[config.mk]
export PLATFORM = sky130hd
export DESIGN_NAME = gpr_file
export DESIGN_NICKNAME = d
export VERILOG_FILES = /design/src/rtl/gpr_file.sv
export SDC_FILE = /design/constraint.sdc
export NUM_CORES = 2
export LEC_CHECK = 0
export BUFFER_PORTS_ARGS = -buffer_cell sky130_fd_sc_hd__buf_2
export CAP_MARGIN = 15
export CORE_UTILIZATION = 30
export DETAILED_ROUTE_END_ITERATION = 16
export PLACE_DENSITY_LB_ADDON = 0.08
export SYNTH_ARGS = -nofsm -noshare
export SYNTH_HDL_FRONTEND = slang
export SYNTH_SLANG_ARGS = --single-unit
[constraint.sdc]
create_clock -name i_clock -period 2.5 [get_ports i_clock]
set_clock_uncertainty 0.2 [all_clocks]
set_input_delay 0.125 -clock i_clock [delete_from_list [all_inputs] [get_ports i_clock]]
set_output_delay 0.125 -clock i_clock [all_outputs]
set_load 0.02 [all_outputs]
[src/rtl/gpr_file.sv]
`timescale 1ns/1ps
`default_nettype none
// ============================================================================
// Module   : gpr_file
// Purpose  : General-purpose register file with two combinational read ports,
//            one write port, and a per-register pending ("busy") scoreboard.
//            Register 0 is hard-wired to zero and is never busy.
// Revision : 1.0 - initial release
// ----------------------------------------------------------------------------
// Parameters
//   XLEN   : register width in bits (>= 8)
//   NREG   : number of registers (power of two, 2..64)
//   BYPASS : 1 = forward a same-cycle write to matching read ports, 0 = none
// Ports
//   i_clock              : clock, all state updates on rising edge
//   i_resetn             : asynchronous active-low reset
//   i_rs1Addr/o_rs1Data  : read port 1 address / data
//   o_rs1Busy            : read port 1 register awaiting writeback
//   i_rs2Addr/o_rs2Data  : read port 2 address / data
//   o_rs2Busy            : read port 2 register awaiting writeback
//   i_rdWe/i_rdAddr/i_rdData : write enable / address / data
//   i_rsvValid/i_rsvAddr : mark a register as pending
//   i_flush              : clear every pending mark
//   o_busyVec            : registered pending bits (no forwarding), bit 0 = 0
// ============================================================================
module gpr_file #(
  parameter  int XLEN   = 32,
  parameter  int NREG   = 32,
  parameter  int BYPASS = 1,
  localparam int AW     = $clog2(NREG)
) (
  input  logic            i_clock,
  input  logic            i_resetn,
  input  logic [AW-1:0]   i_rs1Addr,
  output logic [XLEN-1:0] o_rs1Data,
  output logic            o_rs1Busy,
  input  logic [AW-1:0]   i_rs2Addr,
  output logic [XLEN-1:0] o_rs2Data,
  output logic            o_rs2Busy,
  input  logic            i_rdWe,
  input  logic [AW-1:0]   i_rdAddr,
  input  logic [XLEN-1:0] i_rdData,
  input  logic            i_rsvValid,
  input  logic [AW-1:0]   i_rsvAddr,
  input  logic            i_flush,
  output logic [NREG-1:0] o_busyVec
);

  logic [XLEN-1:0] regs_q [NREG];
  logic [XLEN-1:0] regs_d [NREG];
  logic [NREG-1:0] busy_q;
  logic [NREG-1:0] busy_d;

  logic wr_en;
  logic rsv_en;
  logic fwd1;
  logic fwd2;

  // Writes and reserves aimed at register 0 are dropped here, so nothing
  // downstream needs to special-case address 0 for state updates.
  always_comb begin
    wr_en  = i_rdWe && (i_rdAddr != '0);
    rsv_en = i_rsvValid && (i_rsvAddr != '0);
  end

  // Data write: flush and reserve never block a write.
  always_comb begin
    regs_d = regs_q;
    if (wr_en) begin
      regs_d[i_rdAddr] = i_rdData;
    end
    regs_d[0] = '0;
  end

  // Pending bits: flush beats reserve, reserve beats writeback, so a reserve
  // and a write to the same register leave it pending (new producer wins).
  always_comb begin
    busy_d = busy_q;
    for (int a = 1; a < NREG; a++) begin
      if (i_flush) begin
        busy_d[a] = 1'b0;
      end else if (rsv_en && (i_rsvAddr == AW'(a))) begin
        busy_d[a] = 1'b1;
      end else if (wr_en && (i_rdAddr == AW'(a))) begin
        busy_d[a] = 1'b0;
      end
    end
    busy_d[0] = 1'b0;
  end

  always_ff @(posedge i_clock or negedge i_resetn) begin
    if (!i_resetn) begin
      for (int i = 0; i < NREG; i++) begin
        regs_q[i] <= '0;
      end
      busy_q <= '0;
    end else begin
      regs_q <= regs_d;
      busy_q <= busy_d;
    end
  end

  // Read ports. A forwarded write also hides the pending bit, since the
  // consumer is receiving the very value it was waiting for. Outputs are
  // forced to zero while reset is held so a forwarded write cannot leak out.
  always_comb begin
    fwd1 = (BYPASS != 0) && wr_en && (i_rdAddr == i_rs1Addr);
    fwd2 = (BYPASS != 0) && wr_en && (i_rdAddr == i_rs2Addr);

    o_rs1Data = fwd1 ? i_rdData : regs_q[i_rs1Addr];
    o_rs1Busy = busy_q[i_rs1Addr] && !fwd1;
    if (!i_resetn || (i_rs1Addr == '0)) begin
      o_rs1Data = '0;
      o_rs1Busy = 1'b0;
    end

    o_rs2Data = fwd2 ? i_rdData : regs_q[i_rs2Addr];
    o_rs2Busy = busy_q[i_rs2Addr] && !fwd2;
    if (!i_resetn || (i_rs2Addr == '0)) begin
      o_rs2Data = '0;
      o_rs2Busy = 1'b0;
    end
  end

  assign o_busyVec = busy_q;

endmodule
`default_nettype wire

* Word-level counts from Yosys, hierarchy flattened *
Index checks and enable logic that the tools add are counted.

operators by class
  bitwise operators = 3
  div/mod/pow operators = 0
  mux-type cells = 112
  equal/unequal tests = 64
  multipliers = 0
  $lt $le $gt $ge = 6
  reductions and logical operators = 109
  shifts and indexed selects = 0
  add/subtract/negate cells = 0

operators with widths
  cell                                                        count
  bitwise mux 1024 bit                                        1
  binary-select mux 32 bit (select 5 bit)                     2
  two-way mux 32 bit                                          9
  demux 32 bit (select 5 bit)                                 1
  == test 5 bit, second input constant                        32
  two-way mux 1 bit                                           97
  nonzero test 3 bit                                          31
  == test 5 x 4 -> 1 bit, second input constant               16
  logical AND 1 bit                                           69
  == test 5 x 3 -> 1 bit, second input constant               8
  == test 5 x 2 -> 1 bit, second input constant               4
  greater-or-equal comparator 6 bit, second input constant    3
  inverter 5 -> 6 bit                                         3
  less-than comparator 5 x 6 -> 1 bit, second input constant  2
  binary-select mux 1 bit (select 5 bit)                      2
  == test 5 x 1 -> 1 bit, second input constant               2
  == test 5 bit                                               2
  zero test 5 bit                                             2
  nonzero test 5 bit                                          2
  less-than comparator 6 x 1 -> 1 bit, second input constant  1
  zero test 1 bit                                             3
  logical OR 1 bit                                            2

word-level totals
  register bits after elaboration = 1023
  latch bits = 0
  memories = 0
  ROM bits = 0
  bits in writable memories = 0
  input bits = 57
  logic and storage cells = 356

* Depth between registers and ports, before layout *
  depth after elaboration = 6
  gate-level depth with buffers = 10
  mapped depth without buffers = 5

* Worst setup path after synthesis *
Ideal clock, no wire load.

  kind = input to output
  start = input i_rdAddr[0]
  end = output o_rs2Data[1]
  stages on the path = 7
  arrival = 1929 ps
  path buffers = 2
  required time = 2175 ps
  path slack = 246 ps
  path through = buf_2 or2_1 buf_2 o41ai_4 nor3_1 or2_2 o31ai_1

between the ends
  longest elaborated chain between the ends = 5
  elaborated cells on any way between the ends = 6
  classes of those cells = eq/ne (1); mux (2); reduce/logical (3)

ends and longest elaborated chain
  element                 line  source
  start, declared         41    input logic [AW-1:0] i_rdAddr,
  nonzero test 5 bit      62    wr_en = i_rdWe && (i_rdAddr != '0);
  logical AND 1 bit       62
  logical AND 1 bit (*)   108   fwd2 = (BYPASS != 0) && wr_en && (i_rdAddr == i_rs2Addr);
  two-way mux 32 bit (*)  117   o_rs2Data = fwd2 ? i_rdData : regs_q[i_rs2Addr];
  two-way mux 32 bit (*)  119   if (!i_resetn || (i_rs2Addr == '0)) begin
  end, declared           38    output logic [XLEN-1:0] o_rs2Data,

Mark *: on every way between the ends. The rest lies on a longest branch, timed or not.

* Final worst setup path *
  start = register regs_q[0] in the netlist's numbering
  end = output o_rs2Data[0]

between the ends
  longest elaborated chain between the ends = 5

ends and longest elaborated chain
  element                                                 line  source
  start, declared                                         49    logic [XLEN-1:0] regs_q [NREG];
  start signal, assigned                                  98    regs_q <= regs_d;
  binary-select mux 32 bit (select 5 bit)                 117
  two-way mux 32 bit (not written as such) (2 in series)  117
  two-way mux 32 bit                                      117
  two-way mux 32 bit                                      119

Every way passes these cells. The select of a mux whose other input is x is not followed.

==> flow_summary.json <==
{
  "worst_pin_slew_ns": 0.9695,
  "power.switching_mw": 15.18,
  "placed_cell_area_sq_um": 63540,
  "use_met3": 0.03186,
  "fin_crit_sh": 1.284,
  "cts.clk_slew.worst_paths_ns": 0.06,
  "synth-async-reset-ratio": 1.000,
  "io_pins": 155,
  "overflow": 0,
  "synth-edff-count": 0,
  "ys_ff_latch": 1023,
  "antenna_found_initial": 4,
  "maxCapViolations": 0,
  "cts_tree": "built",
  "met2_usage": 0.4046,
  "grt_pass1_vias": 40462,
  "row_count": 157,
  "syn-num-nets": 3964,
  "post_drt_wl_per_cell_um": 33.06,
  "seqPwrFrac": 0.416,
  "vias": 38704,
  "max_freq_mhz": 311.6,
  "grt_setup_unrepaired": "true",
  "syn_inst": 3907,
  "setup_ws_ns": -0.7092,
  "fp.coreArea_sq_um": 183500,
  "slowest_delay_ns": 0.49,
  "hold_viol_final": 0,
  "finalSetupTns_ns": -30.86,
  "drive_gt1_frac": 0.5765,
  "root_buffer": "clkbuf_16",
  "nets": 4436,
  "die_w_um": 432.5,
  "htreeDepth": 4,
  "cp_cell_sequence": "mux4_2 -> a22oi_2 -> buf_4 -> nand4_1 -> a22o_1 -> buf_6",
  "ys_types": 59,
  "top_usage_layer": "met2",
  "cp.required_ns": 2.17,
  "syn_area_sq_um": 55590,
  "internal_power_mw": 37.90,
  "place.gp.congestion": 0.8543,
  "synthFlopType": "dfrtp_1",
  "startpoint_type": "flip-flop",
  "crit_type": "reg2out",
  "cts_inserted_buffers": 130,
  "final_cell_area_sq_um": 69960,
  "synth_area_leaders": "dfrtp_1, mux2_2, mux4_2",
  "use_met1": 0.3411,
  "power_density_nw_per_um2": 758.8,
  "switching_share": 0.2859,
  "synth_top_area_cell": "dfrtp_1",
  "min_period_ns": 3.209,
  "grt_usage": 0.2467,
  "dieArea_sq_um": 187000,
  "yosysSeqAreaShare": 0.4605,
  "die_h_um": 432.5,
  "vdd_ir_drop_max_v": 0.0005481,
  "crit_path_top_delay_cell": "mux4_2",
  "violations": "negative setup slack",
  "drt_iter0_markers": 2763,
  "maxSlewViolCount": 0,
  "start_util": 0.3030,
  "syn_to_final_growth_pct": 25.84,
  "holdWs_ns": 0.06539,
  "grt_pass1_wl_mm": 328.0,
  "cp.arrival_ns": 2.88,
  "cts_sinks": 1023,
  "numPortBuffers": 153,
  "hpwl_mm": 155.3,
  "critPathMaxFanout": 3,
  "ant_nets": 0,
  "run_status": "finished with violations",
  "synth.avg_cell_area_sq_um": 14.23,
  "insertion_delay_ns": 0.75,
  "timing.slew.headroom": 0.3536,
  "via_per_inst": 5.575,
  "synth_top_cell_area_share": 0.4605,
  "grt_max_degree": 135,
  "firstDrtPassIters": 5,
  "setup_viol": 66,
  "p_clk_frac": 0.357,
  "critPathCaptureType": "output port",
  "hold_path_class": "in2async",
  "power.leakage_nw": 30.13,
  "power_frac_comb": 0.227,
  "ys_warn_count": 0,
  "clk_path_buf_depth": 3,
  "wl_mm": 229.5,
  "drc": 0
}
worst paths after layout:
path,end,slack (ns),start,cells past startpoint
setup / recovery,o_rs2Data[0],-0.71,regs_q[0]$_DFFE_PN0P_,6
hold / removal,o_busyVec[16]$_DFFE_PN0P_,0.07,i_resetn,3
setup reg to reg,o_busyVec[3]$_DFFE_PN0P_,0.42,o_busyVec[3]$_DFFE_PN0P_,4
hold reg to reg,regs_q[797]$_DFFE_PN0P_,0.31,regs_q[797]$_DFFE_PN0P_,1
max in group asynchronous,regs_q[594]$_DFFE_PN0P_,0.84,i_resetn,4
min in group i_clock,regs_q[732]$_DFFE_PN0P_,0.07,i_rdAddr[0],5
layout make-up:
cell class,instances,area [sq um]
tap,2464,3083
clock inverter,35,376.6
multi-input combinational,2459,29160
fill,17471,113500
timing repair buffer,762,7886
clock buffer,195,3832
inverter,3,12.51
antenna,2,5.005
sequential,1023,25600
flip-flops by register name, summed over array words and instances (netlist names):
signal	count
o_busyVec	31
regs_q	992
critical path: cells and delay by family, from the launching register on:
| family | cells | cell delay, ns |
|---|---|---|
| buffers and inverters | 2 | 0.31 |
| AOI/OAI and AO/OA | 2 | 0.63 |
| muxes | 1 | 0.49 |
| DFF | 1 | 0.39 |
| and+or+nand+nor | 1 | 0.30 |
per-stage QoR:
| step | util | std cells | total power, mW | setup WS (ns) |
|---|---|---|---|---|
| global route | 0.3813 | 6943 | 55.44 | -0.7563 |
| detailed placement | 0.3463 | 6593 | 33.53 | -0.6038 |
| floorplan | - | 3907 | 29.02 | 0.2464 |
| finish | 0.3813 | 6943 | 53.08 | -0.7092 |
| CTS | 0.3793 | 6929 | 53.41 | -0.7911 |
| global placement | 0.3462 | 6590 | 33.40 | -0.9384 |
synth_stat cells (all sizes together) (15+ instances only):
| cell | count |
|---|---|
| o21ai | 87 |
| a22oi | 65 |
| nor2b | 27 |
| o221ai | 15 |
| a221o | 22 |
| nand2b | 19 |
| and3 | 19 |
| mux2 | 1115 |
| clkbuf | 201 |
| mux4 | 412 |
| a22o | 19 |
| dfrtp | 1023 |
| o32ai | 15 |
| nand2 | 141 |
| o22ai | 41 |
| or3 | 18 |
| buf | 221 |
| a21oi | 50 |
| a32o | 21 |
| o211ai | 15 |
| mux2i | 111 |
| nor2 | 85 |
| a221oi | 71 |
routing by layer:
| layer | up-vias | part of all wire |
|---|---|---|
| li1 | 16073 | - |
| met1 | 21362 | 0.45 |
| met2 | 971 | 0.48 |
| met3 | 296 | 0.040 |
| met4 | 2 | 0.028 |
| met5 | - | 0.000057 |
timing repair:
action                                  in CTS  in global routing
hold buffers                                68                  0
pin swaps                                  114                 70
setup buffers                               65                 20
resized for setup                          278                 64
endpoints found under the hold margin     2042                  0
endpoints found under the setup margin      66                 70
power by group through the flow:
stage / Combinational (mW) / Clock [mW] / Sequential, mW
floorplan: 7.59 / 0 / 21.4
global placement: 11.1 / 0 / 22.3
detailed placement: 11.2 / 0 / 22.3
CTS: 11.9 / 19.5 / 22.0
global route: 12.8 / 20.1 / 22.5
finish: 12.0 / 18.9 / 22.1
layout by cell type (no fill, tap or decap), types with 24 or more instances in the layout:
| cell type | n |
|---|---|
| a21oi_1 | 50 |
| a221oi_1 | 42 |
| a221oi_2 | 27 |
| a22oi_1 | 44 |
| buf_12 | 157 |
| buf_2 | 86 |
| buf_4 | 393 |
| buf_6 | 55 |
| clkbuf_1 | 36 |
| clkbuf_16 | 134 |
| clkbuf_8 | 25 |
| clkinv_2 | 24 |
| dfrtp_1 | 1022 |
| dlygate4sd3_1 | 64 |
| mux2_1 | 47 |
| mux2_2 | 1062 |
| mux2i_1 | 107 |
| mux4_2 | 412 |
| nand2_1 | 110 |
| nor2_1 | 62 |
| o21ai_0 | 30 |
| o21ai_1 | 33 |
| o22ai_1 | 37 |
kinds of logic (layout without fill, tap and decap cells):
group                  Yosys count  count (layout)  synth area share
multiplexers                  1638            1638            0.4127
flip-flops                    1023            1023            0.4605
AO/OA/AOI/OAI                  441             441           0.05827
buffers and inverters          425             995           0.03551
AND/OR/NAND/NOR                369             369           0.03135
XOR/XNOR                        10              10          0.001575
other                            1               3        0.00006745
Note: power is estimated with default switching activity, not from simulation.
